<file path="src/rtl/instr_fetch_unit.sv">
// instr_fetch_unit: PC generator, in-order imem requester and fetch FIFO with redirect flush.
// Optional IFU_MISALIGN_CHK_EN adds a sticky misaligned-redirect error that parks fetch.
module instr_fetch_unit #(
    parameter int                    DATA_WIDTH = 32,
    parameter int                    ADDR_WIDTH = 32,
    parameter logic [ADDR_WIDTH-1:0] RESET_PC   = '0,
    parameter int                    FIFO_DEPTH = 2
) (
    input  logic                  clk_i,
    input  logic                  rst_ni,
    output logic                  ImemReq_o,
    output logic [ADDR_WIDTH-1:0] ImemAddr_o,
    input  logic                  ImemRdy_i,
    input  logic                  ImemRValid_i,
    input  logic [DATA_WIDTH-1:0] ImemRData_i,
    output logic [DATA_WIDTH-1:0] Instr_o,
    output logic [ADDR_WIDTH-1:0] InstrPC_o,
    output logic                  InstrValid_o,
    input  logic                  InstrReady_i,
    input  logic                  Redirect_i,
    input  logic [ADDR_WIDTH-1:0] RedirectPC_i
`ifdef IFU_MISALIGN_CHK_EN
    ,
    output logic                  MisalignErr_o
`endif
);
    localparam int CW = $clog2(FIFO_DEPTH);
    logic [ADDR_WIDTH-1:0] fetch_pc, resp_pc, target;
    logic [CW:0]           outstanding, drop, count, live;
    logic [CW+1:0]         credit;
    logic [CW-1:0]         rd_ptr, wr_ptr;
    logic [DATA_WIDTH-1:0] instr_mem [FIFO_DEPTH];
    logic [ADDR_WIDTH-1:0] pc_mem [FIFO_DEPTH];
    logic                  parked, accept, push, pop, dropping;
`ifdef IFU_MISALIGN_CHK_EN
    always_ff @(posedge clk_i or negedge rst_ni) begin
        if (!rst_ni) MisalignErr_o <= 1'b0;
        else if (Redirect_i && |RedirectPC_i[1:0]) MisalignErr_o <= 1'b1;
    end
    assign parked = MisalignErr_o;
`else
    assign parked = 1'b0;
`endif
    assign target       = RedirectPC_i & ~ADDR_WIDTH'(3);
    assign live         = outstanding - drop;
    // Credit counts buffered plus live in-flight words so a response always has a free slot.
    assign credit       = {1'b0, count} + {1'b0, live};
    assign ImemReq_o    = rst_ni && !Redirect_i && !parked && credit < (CW+2)'(FIFO_DEPTH)
                          && outstanding < (CW+1)'(FIFO_DEPTH);
    assign ImemAddr_o   = fetch_pc;
    assign accept       = ImemReq_o && ImemRdy_i;
    assign dropping     = drop != '0;
    assign push         = ImemRValid_i && !dropping && !Redirect_i;
    assign InstrValid_o = count != '0;
    assign pop          = InstrValid_o && InstrReady_i && !Redirect_i;
    assign Instr_o      = instr_mem[rd_ptr];
    assign InstrPC_o    = pc_mem[rd_ptr];

    always_ff @(posedge clk_i or negedge rst_ni) begin
        if (!rst_ni) begin
            fetch_pc    <= RESET_PC;
            resp_pc     <= RESET_PC;
            outstanding <= '0;
            drop        <= '0;
            count       <= '0;
            rd_ptr      <= '0;
            wr_ptr      <= '0;
        end else begin
            outstanding <= outstanding + (CW+1)'(accept) - (CW+1)'(ImemRValid_i);
            if (Redirect_i) begin
                fetch_pc <= target;
                resp_pc  <= target;
                drop     <= outstanding - (CW+1)'(ImemRValid_i);
                count    <= '0;
                rd_ptr   <= '0;
                wr_ptr   <= '0;
            end else begin
                if (accept) fetch_pc <= fetch_pc + ADDR_WIDTH'(4);
                if (push) begin
                    resp_pc <= resp_pc + ADDR_WIDTH'(4);
                    wr_ptr  <= wr_ptr + CW'(1);
                end
                if (ImemRValid_i && dropping) drop <= drop - (CW+1)'(1);
                if (pop) rd_ptr <= rd_ptr + CW'(1);
                count <= count + (CW+1)'(push) - (CW+1)'(pop);
            end
        end
    end

    always_ff @(posedge clk_i) begin
        if (push) begin
            instr_mem[wr_ptr] <= ImemRData_i;
            pc_mem[wr_ptr]    <= resp_pc;
        end
    end
endmodule

</file>
<file path="config.mk">
export PLATFORM = sky130hd
export DESIGN_NAME = instr_fetch_unit
export DESIGN_NICKNAME = d
export VERILOG_FILES = /design/src/rtl/instr_fetch_unit.sv
export SDC_FILE = /design/constraint.sdc
export NUM_CORES = 1
export LEC_CHECK = 0
export CAP_MARGIN = 10
export CORE_MARGIN = 5
export CORE_UTILIZATION = 56
export CTS_CLUSTER_DIAMETER = 60
export DETAILED_ROUTE_END_ITERATION = 6
export PLACE_DENSITY = 0.93
export SLEW_MARGIN = 20
export SYNTH_ARGS = -nofsm -noshare
export SYNTH_HDL_FRONTEND = slang
export SYNTH_SLANG_ARGS = --single-unit
</file>
<file path="constraint.sdc">
create_clock -name clk_i -period 9.8 [get_ports clk_i]
set_input_delay 0.98 -clock clk_i [delete_from_list [all_inputs] [get_ports clk_i]]
set_output_delay 0.98 -clock clk_i [all_outputs]
set_load 0.02 [all_outputs]
</file>
; ---- Yosys cells after proc, flatten, opt, wreduce, memory -nomap -nowiden
; Memory sizes are Yosys's and may differ from the RTL's.
; Index checks and enable logic that the tools add are counted.
[op_classes]
add_sub_neg = 12
magnitude_cmp = 2
n_mux = 13
n_reduce_logical = 17
[ops]
columns = op, count
row1 = $mux W32, 4
row2 = $add A32 B3 Y32 const B, 2
row3 = $reduce_bool A2 Y1, 6
row4 = $logic_and A1 B1 Y1, 9
row5 = $mux W1, 6
row6 = $mux W2, 3
row7 = $sub A2 B1 Y2, 3
row8 = $add A2 B1 Y2, 2
row9 = $add A2 B2 Y3, 1
row10 = $lt A3 B2 Y1 const B, 1
row11 = $add A1 B1 Y1 const B, 2
row12 = $logic_not A1 Y1, 2
row13 = $lt A2 B2 Y1 const B, 1
row14 = $sub A2 B1 Y2 const B, 1
row15 = $sub A2 B2 Y2, 1
[totals]
ff_bits = 72
mem_bits_rw = 128
inputBits = 70
n_memories = 2
[memory_table]
columns = name, depth, word_bits, read_ports, rd_ports_with_merged_regs, write_ports, line
row1 = instr_mem, 2, 32, 1, 0, 1, 32  ; logic [DATA_WIDTH-1:0] instr_mem [FIFO_DEPTH];
row2 = pc_mem, 2, 32, 1, 0, 1, 33  ; logic [ADDR_WIDTH-1:0] pc_mem [FIFO_DEPTH];

; ---- Depth between registers and ports, before layout
; Gate-level depths: netlist of run 1.
[logic_depth]
depth_word = 8
depth_mapped = 15

; ---- Least setup slack after synthesis of run 1
; Ideal clock, no wire load.
[synth_timing]
kind = in2reg
start = input port Redirect_i
end = memory instr_mem[0][0] (enable)
arrival_time_ns = 4.305
required_time_ns = 9.318
slack_ns = 5.012
stages = 5
path_buffers = 2
path_cell_list = buf_4 -> inv_2 -> buf_1 -> nand3_1 -> nor2_1
[synth_via]
elab_chain_len = 4
[synth_lines]
columns = item, line
row1 = from (decl), 20  ; input logic Redirect_i,
row2 = $logic_not A1 Y1, 53  ; assign push = ImemRValid_i && !dropping && !Redirect_i;
row3 = $logic_and A1 B1 Y1, 53
row4 = $mux W1, 91  ; if (push) begin
row5 = $mux W1 (implied by the code), 92  ; instr_mem[wr_ptr] <= ImemRData_i;
row6 = to (decl), 32
; No other way between the ends.

; ---- Final worst setup path of run 1
[layout_timing]
start = register drop[0]
end = output port ImemReq_o
[layout_via]
elab_chain_len = 5
[layout_lines]
columns = item, line
row1 = from (decl), 29  ; logic [CW:0] outstanding, drop, count, live;
row2 = from (signal assigned), 73  ; drop <= outstanding - (CW+1)'(ImemRValid_i);
row3 = from (signal assigned), 83  ; if (ImemRValid_i && dropping) drop <= drop - (CW+1)'(1);
row4 = $sub A2 B2 Y2, 45  ; assign live = outstanding - drop;
row5 = $add A2 B2 Y3, 47  ; assign credit = {1'b0, count} + {1'b0, live};
row6 = $lt A3 B2 Y1, 48  ; assign ImemReq_o = rst_ni && !Redirect_i && !parked && credit < (CW+2)'(FIFO_DEPTH)
row7 = $logic_and A1 B1 Y1, 48
row8 = $logic_and A1 B1 Y1, 49  ; && outstanding < (CW+1)'(FIFO_DEPTH);
row9 = to (decl), 11  ; output logic ImemReq_o,
; No other way between the ends.

==> results.tsv, run 1 <==
metric	value	unit
outcome	complete, no violations	
Tot GR Track Use	22.4	%
Synth area leaders	edfxtp_1 44%, dfrtp_1 20%, mux2_2 9.0%	
Post-DP HPWL	12800	um
RSZ-0062 raised after global routing	no	
vias in the first global route	5920	
CTS H-tree depth	4	
chip width	133	um
cell family with most CP delay	adder cells	
final net count	872	
Post-Synth Adder-Cell Area	1.56	%
leading area contributor after synthesis	edfxtp_1	
worst hold slack	0.510	ns
worst skew pair latency	0.43	ns
VDD IR max	0.119	mV
port buffer count	161	
I/O pin count	168	
XOR/XNOR Fraction of Synth Area	4.54	%
DR WL/cell	19.5	um
Netlist cell types	50	
placed insts	961	
Longest Clk Path Bufs	2	
Hold Vio Cnt, Final	0	
DR iter-0 viols	664	
die height	133	um
Area growth, synth to finish	27.9	%
Hold Path Class	reg2reg	
ANT cells	0	
cts repair resizes	0	
Synth top area share	43.8	%
EDFF count, synth	124	
crit-path max cell delay	0.70	ns
final worst slack	5.69	ns
Slew headroom	32.9	%
Tightest Pin Transition	1.00	ns
Required @ worst endpoint	8.82	ns
Routed Antenna Nets	0	
fmax	0.243	GHz
Bufs and invs on worst path	1	
Simple-Gate Fraction of Synth Area	11.9	%
clock buffer count from CTS	17	
Layout Cells excl Fill	993	
WP data arrival	3.13	ns
critical path capture point type	output pin	
Hold EP	outstanding[0]$_DFF_PN0_	
mux cell area share after synthesis	9.27	%
core area	15000	sq um
Worst-path clk slew	0.07	ns
DRC violations left	0	
DP Area	10300	sq um
DIE AREA	17700	sq um
Syn Inst Count	630	
via/cell ratio	5.97	
RePlAce Congestion	0.954	
global-route wire length before repair	31200	um
slowest cell on the critical path	clkdlybuf4s50_1	
drt total wl	19400	um
worst slack at placement	5.72	ns
CTS tree	built	
Tot Pwr	2.32	mW
largest family of logic cells by synthesized area	simple AND/OR/NAND/NOR gates	
Max-cap violations	0	
Tmin final	4.11	ns
clock skew	0.00638	ns
Fin Setup TNS	0	ns
Critical R2R Capture	ImemAddr_o[13]$_DFFE_PN0P_	
pwr/cell area	214	nW/um^2
initial antenna violation count	0	
pin count of the biggest net entering global routing	70	
Design Area, Final	10900	sq um
syn avg cell area	13.5	sq um
P_leak	3.93	nW
hold wc startpoint	outstanding[0]$_DFF_PN0_	
DR vias	5926	
buffer count from post-CTS setup fixing	0	
CP Max Fanout	3	
FF+latch count, synth	192	
Compound-Gate Fraction of Synth Area	6.38	%
Reg-to-Reg Start	drop[0]$_DFFE_PN0P_	
worst reg-to-reg path cell count	11	
Starting Density	56.5	%
FFs w/ async S/R, synth	35.4	%
post-synthesis sequential area ratio	63.9	%
area of the mapped netlist	8490	sq um
Root Driver	clkbuf_16	
Util after Layout	72.3	%
row count	45	
synth warn	0	
crit-path cells	ha_1 > xor2_1 > xnor2_1 > fa_1 > nand2_1 > nor4b_1 > clkdlybuf4s50_1	
R2R Setup Slk	6.56	ns
Startpoint Class	register	
Overflow after GRT	0	
share of layout cells above drive strength 1	15.8	%
Most used DFF post-synth	edfxtp_1	
cts hold-fix bufs	0	
Crit Path Class	reg2out	
Slew Viols, Final	0	
period utilization	41.9	%
Hold Crit Depth	1	
drt pass-1 iters	5	
# setup viols final	0	
CTS Sinks	192	
## routing by layer
metal | share of wire, % | track usage (%) | up-vias
li1 | - | - | 2663
met1 | 42 | 30.7 | 2909
met2 | 48 | 35.1 | 313
met3 | 7.6 | 5.25 | 41
met4 | 2.1 | 8.97 | 0
met5 | 0 | 0 | -
## report_power, final
part / internal, mW / leakage (nW) / switching, mW / total (mW)
registers: 0.959 / 1.95 / 0.0868 / 1.05
clock network: 0.389 / 0.297 / 0.297 / 0.686
logic: 0.283 / 1.68 / 0.309 / 0.592
## worst max path at each step
stage | to | startpoint | cells after the start | slack (ns)
3_5_place_dp | ImemReq_o | rst_ni | 5 | 5.72
3_3_place_gp | ImemReq_o | rst_ni | 5 | 5.70
4_1_cts | ImemReq_o | outstanding[0]$_DFF_PN0_ | 8 | 5.67
5_1_grt | ImemReq_o | outstanding[0]$_DFF_PN0_ | 8 | 5.51
6_report | ImemReq_o | drop[0]$_DFFE_PN0P_ | 7 | 5.69
2_1_floorplan | instr_mem[0][0]$_DFFE_PP_ | Redirect_i | 5 | 5.01
## cell families (layout without fill, tap and decap cells)
| logic type | count (synthesis) | after routing |
|---|---|---|
| and+or+nand+nor | 179 | 179 |
| other | 1 | 4 |
| buffers and inverters | 48 | 220 |
| xor gates and xnor gates | 44 | 44 |
| AOI/OAI and AO/OA | 86 | 86 |
| muxes | 70 | 70 |
| adders and majority gates | 10 | 10 |
| DFF | 192 | 192 |
## worst reg2reg max path: cells and delay by family (launching register included)
family / cells / cell delay [ns]
simple gates: 3 / 0.83
fa+ha+maj: 2 / 0.74
buf+inv: 2 / 0.54
flops: 1 / 0.43
compound gates: 2 / 0.33
xor+xnor: 2 / 0.30
## registers in the layout, summed over array words and instances, names as in the netlist, 2 cells and up
name / cells
ImemAddr_o: 30
count: 2
drop: 2
instr_mem: 64
outstanding: 2
pc_mem: 60
resp_pc: 30
## synthesized netlist by cell type, types with 2 or more instances
| master | count |
|---|---|
| ha_1 | 9 |
| o311ai_0 | 8 |
| nand4_1 | 15 |
| inv_2 | 2 |
| o21ai_0 | 36 |
| nand3_1 | 34 |
| buf_2 | 3 |
| a21oi_1 | 8 |
| and3_1 | 7 |
| or2_2 | 2 |
| buf_4 | 6 |
| a41oi_1 | 3 |
| or3_1 | 2 |
| nor2_1 | 28 |
| buf_1 | 7 |
| xor2_1 | 31 |
| o21ai_1 | 7 |
| o211ai_1 | 9 |
| o31a_1 | 6 |
| nand2b_1 | 2 |
| or4_1 | 6 |
| mux2_2 | 68 |
| or4b_1 | 3 |
| nand4_4 | 3 |
| nand2_2 | 2 |
| and2_1 | 2 |
| nor3_1 | 4 |
| a31o_2 | 2 |
| dfrtp_1 | 68 |
| nand2_1 | 56 |
| clkbuf_1 | 11 |
| xnor2_1 | 13 |
| edfxtp_1 | 124 |
| nor4_4 | 4 |
| nor4_1 | 3 |
| a31oi_1 | 4 |
| inv_1 | 19 |
## area by class of cell
class | instances | area (sq um)
Sequential cell | 192 | 5430
Fill cell | 964 | 4170
Multi-Input combinational cell | 393 | 2890
Timing Repair Buffer | 167 | 1650
Clock buffer | 21 | 493
Tap cell | 188 | 235
Clock inverter | 11 | 96.3
Inverter | 21 | 78.8
## layout by cell type, fill, tap and decap left out, types with 13 or more instances in the layout
master,n
clkdlybuf4s50_1,159
edfxtp_1,124
mux2_2,68
dfrtp_1,67
nand2_1,56
o21ai_0,36
nand3_1,34
xor2_1,31
nor2_1,26
inv_1,19
clkbuf_16,19
nand4_1,15
xnor2_1,13
Power figures use the tool's default switching activity.
==> run 2, diff against run 1 <==
--- a/config.mk
+++ b/config.mk
@@ -7,10 +7,10 @@
 export LEC_CHECK = 0
 export CAP_MARGIN = 10
 export CORE_MARGIN = 5
-export CORE_UTILIZATION = 56
+export CORE_UTILIZATION = 47
 export CTS_CLUSTER_DIAMETER = 60
 export DETAILED_ROUTE_END_ITERATION = 6
-export PLACE_DENSITY = 0.93
+export PLACE_DENSITY = 0.84
 export SLEW_MARGIN = 20
 export SYNTH_ARGS = -nofsm -noshare
 export SYNTH_HDL_FRONTEND = slang
==> constraint.sdc (replaced) <==
create_clock -name clk_i -period 3.4 [get_ports clk_i]
set_input_delay 0.34 -clock clk_i [delete_from_list [all_inputs] [get_ports clk_i]]
set_output_delay 0.34 -clock clk_i [all_outputs]
set_load 0.02 [all_outputs]
==> run 2 against run 1 <==
Net effect:
- worst setup slack worse by 5.5 ns
- via count is 5.3% lower
- register-to-register slack worse by 6.2 ns
- total power grew to 2.9 times the previous value
- cell count is 4.3% higher
- critical path depth is 1 higher
- non-clock buffer count is 2 higher
- clock power grew to 3.0 times the previous value
- hold slack worse by 0.39 ns
- sequential power grew to 2.9 times the previous value
- critical path type unchanged
- largest power group unchanged
==> results.tsv, run 2 (synthesis results as in run 1) <==
metric	value	unit	change
outcome	complete, no violations		unchanged
Root Driver	clkbuf_16		unchanged
share of layout cells above drive strength 1	16.1	%	was 15.8%
commonest non-fill, non-tap cells in the layout	159 x clkdlybuf4s50_1, 124 x edfxtp_1, 68 x mux2_2		unchanged
period utilization	94.1	%	
register with the most flip-flops	instr_mem		unchanged
R2R Setup Slk	0.32	ns	was 6.56 ns
Hold Path Class	in2async		was reg2reg
DR iter-0 viols	284		was 664
Max-cap violations	0		unchanged
WP data arrival	2.86	ns	was 3.13 ns
Worst-path clk slew	0.07	ns	about the same
Internal	4.75	mW	was 1.63 mW
global-route wire length before repair	29700	um	was 31200 um
Critical R2R Capture	ImemAddr_o[20]$_DFFE_PN0P_		was ImemAddr_o[13]$_DFFE_PN0P_
Hold Vio Cnt, Final	0		unchanged
ANT cells	0		unchanged
P_leak	3.94	nW	was 3.93 nW
clock buffer count from CTS	17		unchanged
worst reg-to-reg path cell count	11		unchanged
die height	144	um	was 133 um
Tmin final	3.20	ns	
Tot GR Track Use	18.2	%	was 22.4%
fmax	0.313	GHz	
core area	17900	sq um	was 15000 sq um
CP Max Fanout	2		was 3
port buffer count	161		unchanged
row count	49		was 45
Slew headroom	32.1	%	was 32.9%
CTS tree	built		unchanged
final worst slack	0.202	ns	was 5.69 ns
CTS H-tree depth	4		unchanged
Longest Clk Path Bufs	2		unchanged
clock skew	0.0115	ns	was 0.00638 ns
chip width	144	um	was 133 um
CTS Sinks	192		unchanged
DR WL/cell	18.0	um	was 19.5 um
I/O pin count	168		unchanged
VDD IR max	0.443	mV	was 0.119 mV
vias in the first global route	5630		was 5920
fillers	1396		was 964
initial antenna violation count	0		unchanged
pwr/cell area	613	nW/um^2	was 214 nW/um^2
commonest non-fill, non-tap cell in the layout	clkdlybuf4s50_1		unchanged
Net Sw Frac	29.3	%	was 29.8%
RSZ-0062 raised after global routing	no		unchanged
Startpoint Class	register		unchanged
critical path capture point type	output pin		unchanged
final net count	874		was 872
Reg-to-Reg Start	outstanding[0]$_DFF_PN0_		was drop[0]$_DFFE_PN0P_
pin count of the biggest net entering global routing	69		was 70
Overflow after GRT	0		unchanged
Crit Path Class	reg2out		unchanged
Slew Viols, Final	0		unchanged
Net Switching	1.97	mW	was 0.693 mW
# setup viols final	0		unchanged
Starting Density	47.4	%	was 56.5%
drt pass-1 iters	4		was 5
cts hold-fix bufs	0		unchanged
placed insts	1004		was 961
Reg power frac	44.6	%	was 45.0%
Post-DP HPWL	12800	um	about the same
worst skew pair latency	0.43	ns	about the same
buffer count from post-CTS setup fixing	0		unchanged
Area growth, synth to finish	29.3	%	was 27.9%
Tightest Pin Transition	1.01	ns	was 1.00 ns
max FFs per register	64		unchanged
Clock Power Share	30.4	%	was 29.5%
Layout Cells excl Fill	1036		was 993
DR vias	5612		was 5926
RePlAce Congestion	0.849		was 0.954
drt total wl	18700	um	was 19400 um
combinational share of power	25.1	%	was 25.5%
DIE AREA	20900	sq um	was 17700 sq um
DRC violations left	0		unchanged
cts repair resizes	0		unchanged
Routed Antenna Nets	0		unchanged
Required @ worst endpoint	3.06	ns	was 8.82 ns
worst slack at placement	0.348	ns	was 5.72 ns
Top Registers	instr_mem x64, pc_mem x60		unchanged
via/cell ratio	5.42		was 5.97
-- run 2: cell count changes in the layout (fill, tap and decap cells not counted), sizes merged --
cell / delta
bufinv: +2
clkbuf: -3
buf: +2
clkinvlp: +3
inv: -2
-- run 2: per-stage QoR --
stage | utilization (%) | total power [mW] | instance area (sq um) | hold slack (ns) | setup TNS (ns)
3_5_place_dp | 57.9 | 4.74 | 10400 | 0.495 | 0
2_1_floorplan | - | 3.99 | 8500 | 0.0444 | -92.73
3_3_place_gp | 57.9 | 4.69 | 10400 | 0.488 | 0
4_1_cts | 61.3 | 6.80 | 11000 | 0.156 | 0
5_1_grt | 61.3 | 7.05 | 11000 | 0.196 | 0
6_report | 61.3 | 6.73 | 11000 | 0.120 | 0
-- run 2: worst max-delay path by stage --
| stage | start | end | slack (ns) | cells after the start |
|---|---|---|---|---|
| after CTS | outstanding[0]$_DFF_PN0_ | ImemReq_o | 0.15 | 8 |
| after global placement | outstanding[0]$_DFF_PN0_ | ImemAddr_o[12]$_DFFE_PN0P_ | 0.48 | 11 |
| final | outstanding[0]$_DFF_PN0_ | ImemReq_o | 0.20 | 8 |
| after detailed placement | outstanding[0]$_DFF_PN0_ | ImemAddr_o[17]$_DFFE_PN0P_ | 0.35 | 11 |
| after global routing | outstanding[0]$_DFF_PN0_ | ImemReq_o | 0.02 | 8 |
| after floorplan | Redirect_i | instr_mem[0][0]$_DFFE_PP_ | -0.75 | 5 |
-- run 2: area by class of cell --
type	count	area [sq um]	share of cell area, %
Clock buffer	18	429	3.91
Clock inverter	14	183	1.66
Inverter	21	78.8	0.718
Multi-Input combinational cell	393	2890	26.3
Sequential cell	192	5430	49.4
Tap cell	229	287	2.61
Timing Repair Buffer	169	1690	15.4
-- run 2: routing by layer --
layer	vias to the layer above	part of all wire (%)	track usage [%]
li1	2665	-	-
met1	2723	44	25.4
met2	203	48	28.4
met3	21	7.2	5.09
met4	0	1.2	4.52
met5	-	0	0
-- run 2: power groups by stage --
| stage | clock, mW | combinational (mW) | sequential (mW) |
|---|---|---|---|
| after detailed placement | 0 | 1.70 | 3.04 |
| after global placement | 0 | 1.67 | 3.02 |
| final | 2.04 | 1.69 | 3.00 |
| after CTS | 2.09 | 1.71 | 3.00 |
| after global routing | 2.20 | 1.82 | 3.04 |
| after floorplan | 0 | 0.959 | 3.03 |
-- run 2: worst max-delay path: stages (launching register included) --
cell             delay, ns
dfrtp_1               0.36
inv_1                 0.06
ha_1                  0.20
xor2_1                0.15
xnor2_1               0.15
fa_1                  0.52
nand2_1               0.07
nor4b_1               0.27
clkdlybuf4s50_1       0.66
==> run 3, diff against run 2 <==
--- a/config.mk
+++ b/config.mk
@@ -6,6 +6,7 @@
 export NUM_CORES = 1
 export LEC_CHECK = 0
 export CAP_MARGIN = 10
+export CORE_ASPECT_RATIO = 1.5
 export CORE_MARGIN = 5
 export CORE_UTILIZATION = 47
 export CTS_CLUSTER_DIAMETER = 60
==> run 3 against run 2 <==
Net effect:
- non-clock buffer count increased by 3
- critical path depth down 1
- register-to-register slack improved by 0.05 ns
- worst setup slack got worse by 0.025 ns
- flip-flop and latch count unchanged
- routed wire length down 1.8%
- sequential power about the same
- fmax shrank 0.76%
- clock power decreased by 7%
- cell count is 0.87% lower
- count of clock-buffer cells in the layout increased by 5
- critical path type unchanged
- largest power group unchanged
==> results.tsv, run 3 (synthesis results as in run 1) <==
metric	value	unit	change
outcome	complete, no violations		unchanged
Required @ worst endpoint	3.06	ns	about the same
Layout Cells excl Fill	1027		was 1036
pin count of the biggest net entering global routing	69		unchanged
CTS tree	built		unchanged
I/O pin count	168		unchanged
row count	60		was 49
Tot GR Track Use	18.0	%	was 18.2%
Net Sw Frac	29.5	%	was 29.3%
VDD IR max	0.335	mV	was 0.443 mV
worst skew pair latency	0.42	ns	was 0.43 ns
global-route wire length before repair	30000	um	was 29700 um
Util after Layout	61.3	%	about the same
met1 WL	7300	um	was 8170 um
DR iter-0 viols	415		was 284
WP data arrival	2.88	ns	was 2.86 ns
Slew Viols, Final	0		unchanged
Tightest Pin Transition	0.956	ns	was 1.01 ns
Internal	4.65	mW	was 4.75 mW
clock skew	0.0150	ns	was 0.0115 ns
register with the most flip-flops	instr_mem		unchanged
CTS H-tree depth	4		unchanged
crit-path cells	ha_1 > xor2_1 > xnor2_1 > fa_1 > nand2_1 > nor4b_1 > clkdlybuf4s50_1		was inv_1 > ha_1 > xor2_1 > xnor2_1 > fa_1 > nand2_1 > nor4b_1 > clkdlybuf4s50_1
Max-cap violations	0		unchanged
placed insts	995		was 1004
# setup viols final	0		unchanged
cts hold-fix bufs	0		unchanged
P_leak	3.95	nW	was 3.94 nW
WL met2	9880	um	was 8950 um
cell family with most CP delay	adder cells		was buffers and inverters
initial antenna violation count	0		unchanged
die height	175	um	was 144 um
commonest non-fill, non-tap cells in the layout	159 x clkdlybuf4s50_1, 124 x edfxtp_1, 68 x mux2_2		unchanged
Routed Antenna Nets	0		unchanged
met3 WL post-DR	714	um	was 1350 um
CP Max Fanout	3		was 2
Overflow after GRT	0		unchanged
Net Switching	1.94	mW	was 1.97 mW
CTS Sinks	192		unchanged
clock buffer count from CTS	17		unchanged
Longest Clk Path Bufs	2		unchanged
Root Driver	clkbuf_16		unchanged
fmax	0.310	GHz	was 0.313 GHz
Hold Vio Cnt, Final	0		unchanged
drt pass-1 iters	5		was 4
drt total wl	18300	um	was 18700 um
critical path capture point type	output pin		unchanged
crit-path max cell delay	0.67	ns	was 0.66 ns
Slew headroom	36.0	%	was 32.1%
Tmin final	3.22	ns	was 3.20 ns
via/cell ratio	5.52		was 5.42
DR WL/cell	17.9	um	was 18.0 um
worst hold slack	0.115	ns	was 0.120 ns
combinational share of power	25.9	%	was 25.1%
DRC violations left	0		unchanged
slowest cell on the critical path	clkdlybuf4s50_1		unchanged
ANT cells	0		unchanged
Area growth, synth to finish	29.0	%	was 29.3%
Worst-path clk slew	0.07	ns	about the same
Post-DP HPWL	12900	um	was 12800 um
share of layout cells above drive strength 1	16.2	%	was 16.1%
cts repair resizes	0		unchanged
Bufs and invs on worst path	1		was 2
Top Registers	instr_mem x64, pc_mem x60		unchanged
Startpoint Class	register		unchanged
final net count	877		was 874
max FFs per register	64		unchanged
core area	17900	sq um	about the same
RSZ-0062 raised after global routing	no		unchanged
RePlAce Congestion	0.849		unchanged
Crit Path Class	reg2out		unchanged
port buffer count	161		unchanged
chip width	120	um	was 144 um
Reg power frac	45.4	%	was 44.6%
period utilization	94.8	%	was 94.1%
commonest non-fill, non-tap cell in the layout	clkdlybuf4s50_1		unchanged
fillers	1360		was 1396
Top Layer Used	met4		unchanged
pwr/cell area	602	nW/um^2	was 613 nW/um^2
Clock Power Share	28.8	%	was 30.4%
DIE AREA	20900	sq um	about the same
Starting Density	47.5	%	was 47.4%
Hold Path Class	in2async		unchanged
DR vias	5665		was 5612
vias in the first global route	5773		was 5630
buffer count from post-CTS setup fixing	0		unchanged
## run 3: through the flow
step | total power, mW | instance area (sq um) | setup WS, ns | setup TNS [ns]
after floorplan | 3.99 | 8500 | -0.748 | -92.73
after global placement | 4.71 | 10400 | 0.490 | 0
after detailed placement | 4.75 | 10400 | 0.398 | 0
after CTS | 6.66 | 11000 | 0.152 | 0
after global routing | 6.91 | 11000 | 0.000736 | 0
final | 6.60 | 11000 | 0.178 | 0
## run 3: metal layers
metal  global-route usage, %  up-vias
li1                        -     2673
met1                    21.7     2759
met2                    32.5      196
met3                    2.85       37
met4                    6.55        0
met5                       0        -
## run 3: area by class of cell
class	instances	area, sq um	area share [%]
Inverter	21	78.8	0.719
Clock inverter	9	71.3	0.651
Clock buffer	23	500	4.57
Sequential cell	192	5430	49.5
Timing Repair Buffer	172	1720	15.7
Tap cell	217	272	2.48
Multi-Input combinational cell	393	2890	26.3
## run 3: worst paths after layout
check,start,end,slack [ns],depth (start not counted)
min in group clk_i,Redirect_i,resp_pc[14]$_DFFE_PN0N_,0.40,3
max reg2reg,drop[0]$_DFFE_PN0P_,ImemAddr_o[17]$_DFFE_PN0P_,0.37,10
max,drop[0]$_DFFE_PN0P_,ImemReq_o,0.18,7
max in group asynchronous,rst_ni,resp_pc[25]$_DFFE_PN0N_,2.64,2
min,rst_ni,count[1]$_DFF_PN0_,0.11,2
min reg2reg,outstanding[0]$_DFF_PN0_,outstanding[0]$_DFF_PN0_,0.51,1
## run 3: power groups by stage
stage	Combinational (mW)	Clock (mW)	Sequential [mW]
floorplan	0.959	0	3.03
global placement	1.68	0	3.02
detailed placement	1.71	0	3.04
CTS	1.73	1.94	2.99
global route	1.85	2.04	3.03
finish	1.71	1.90	2.99
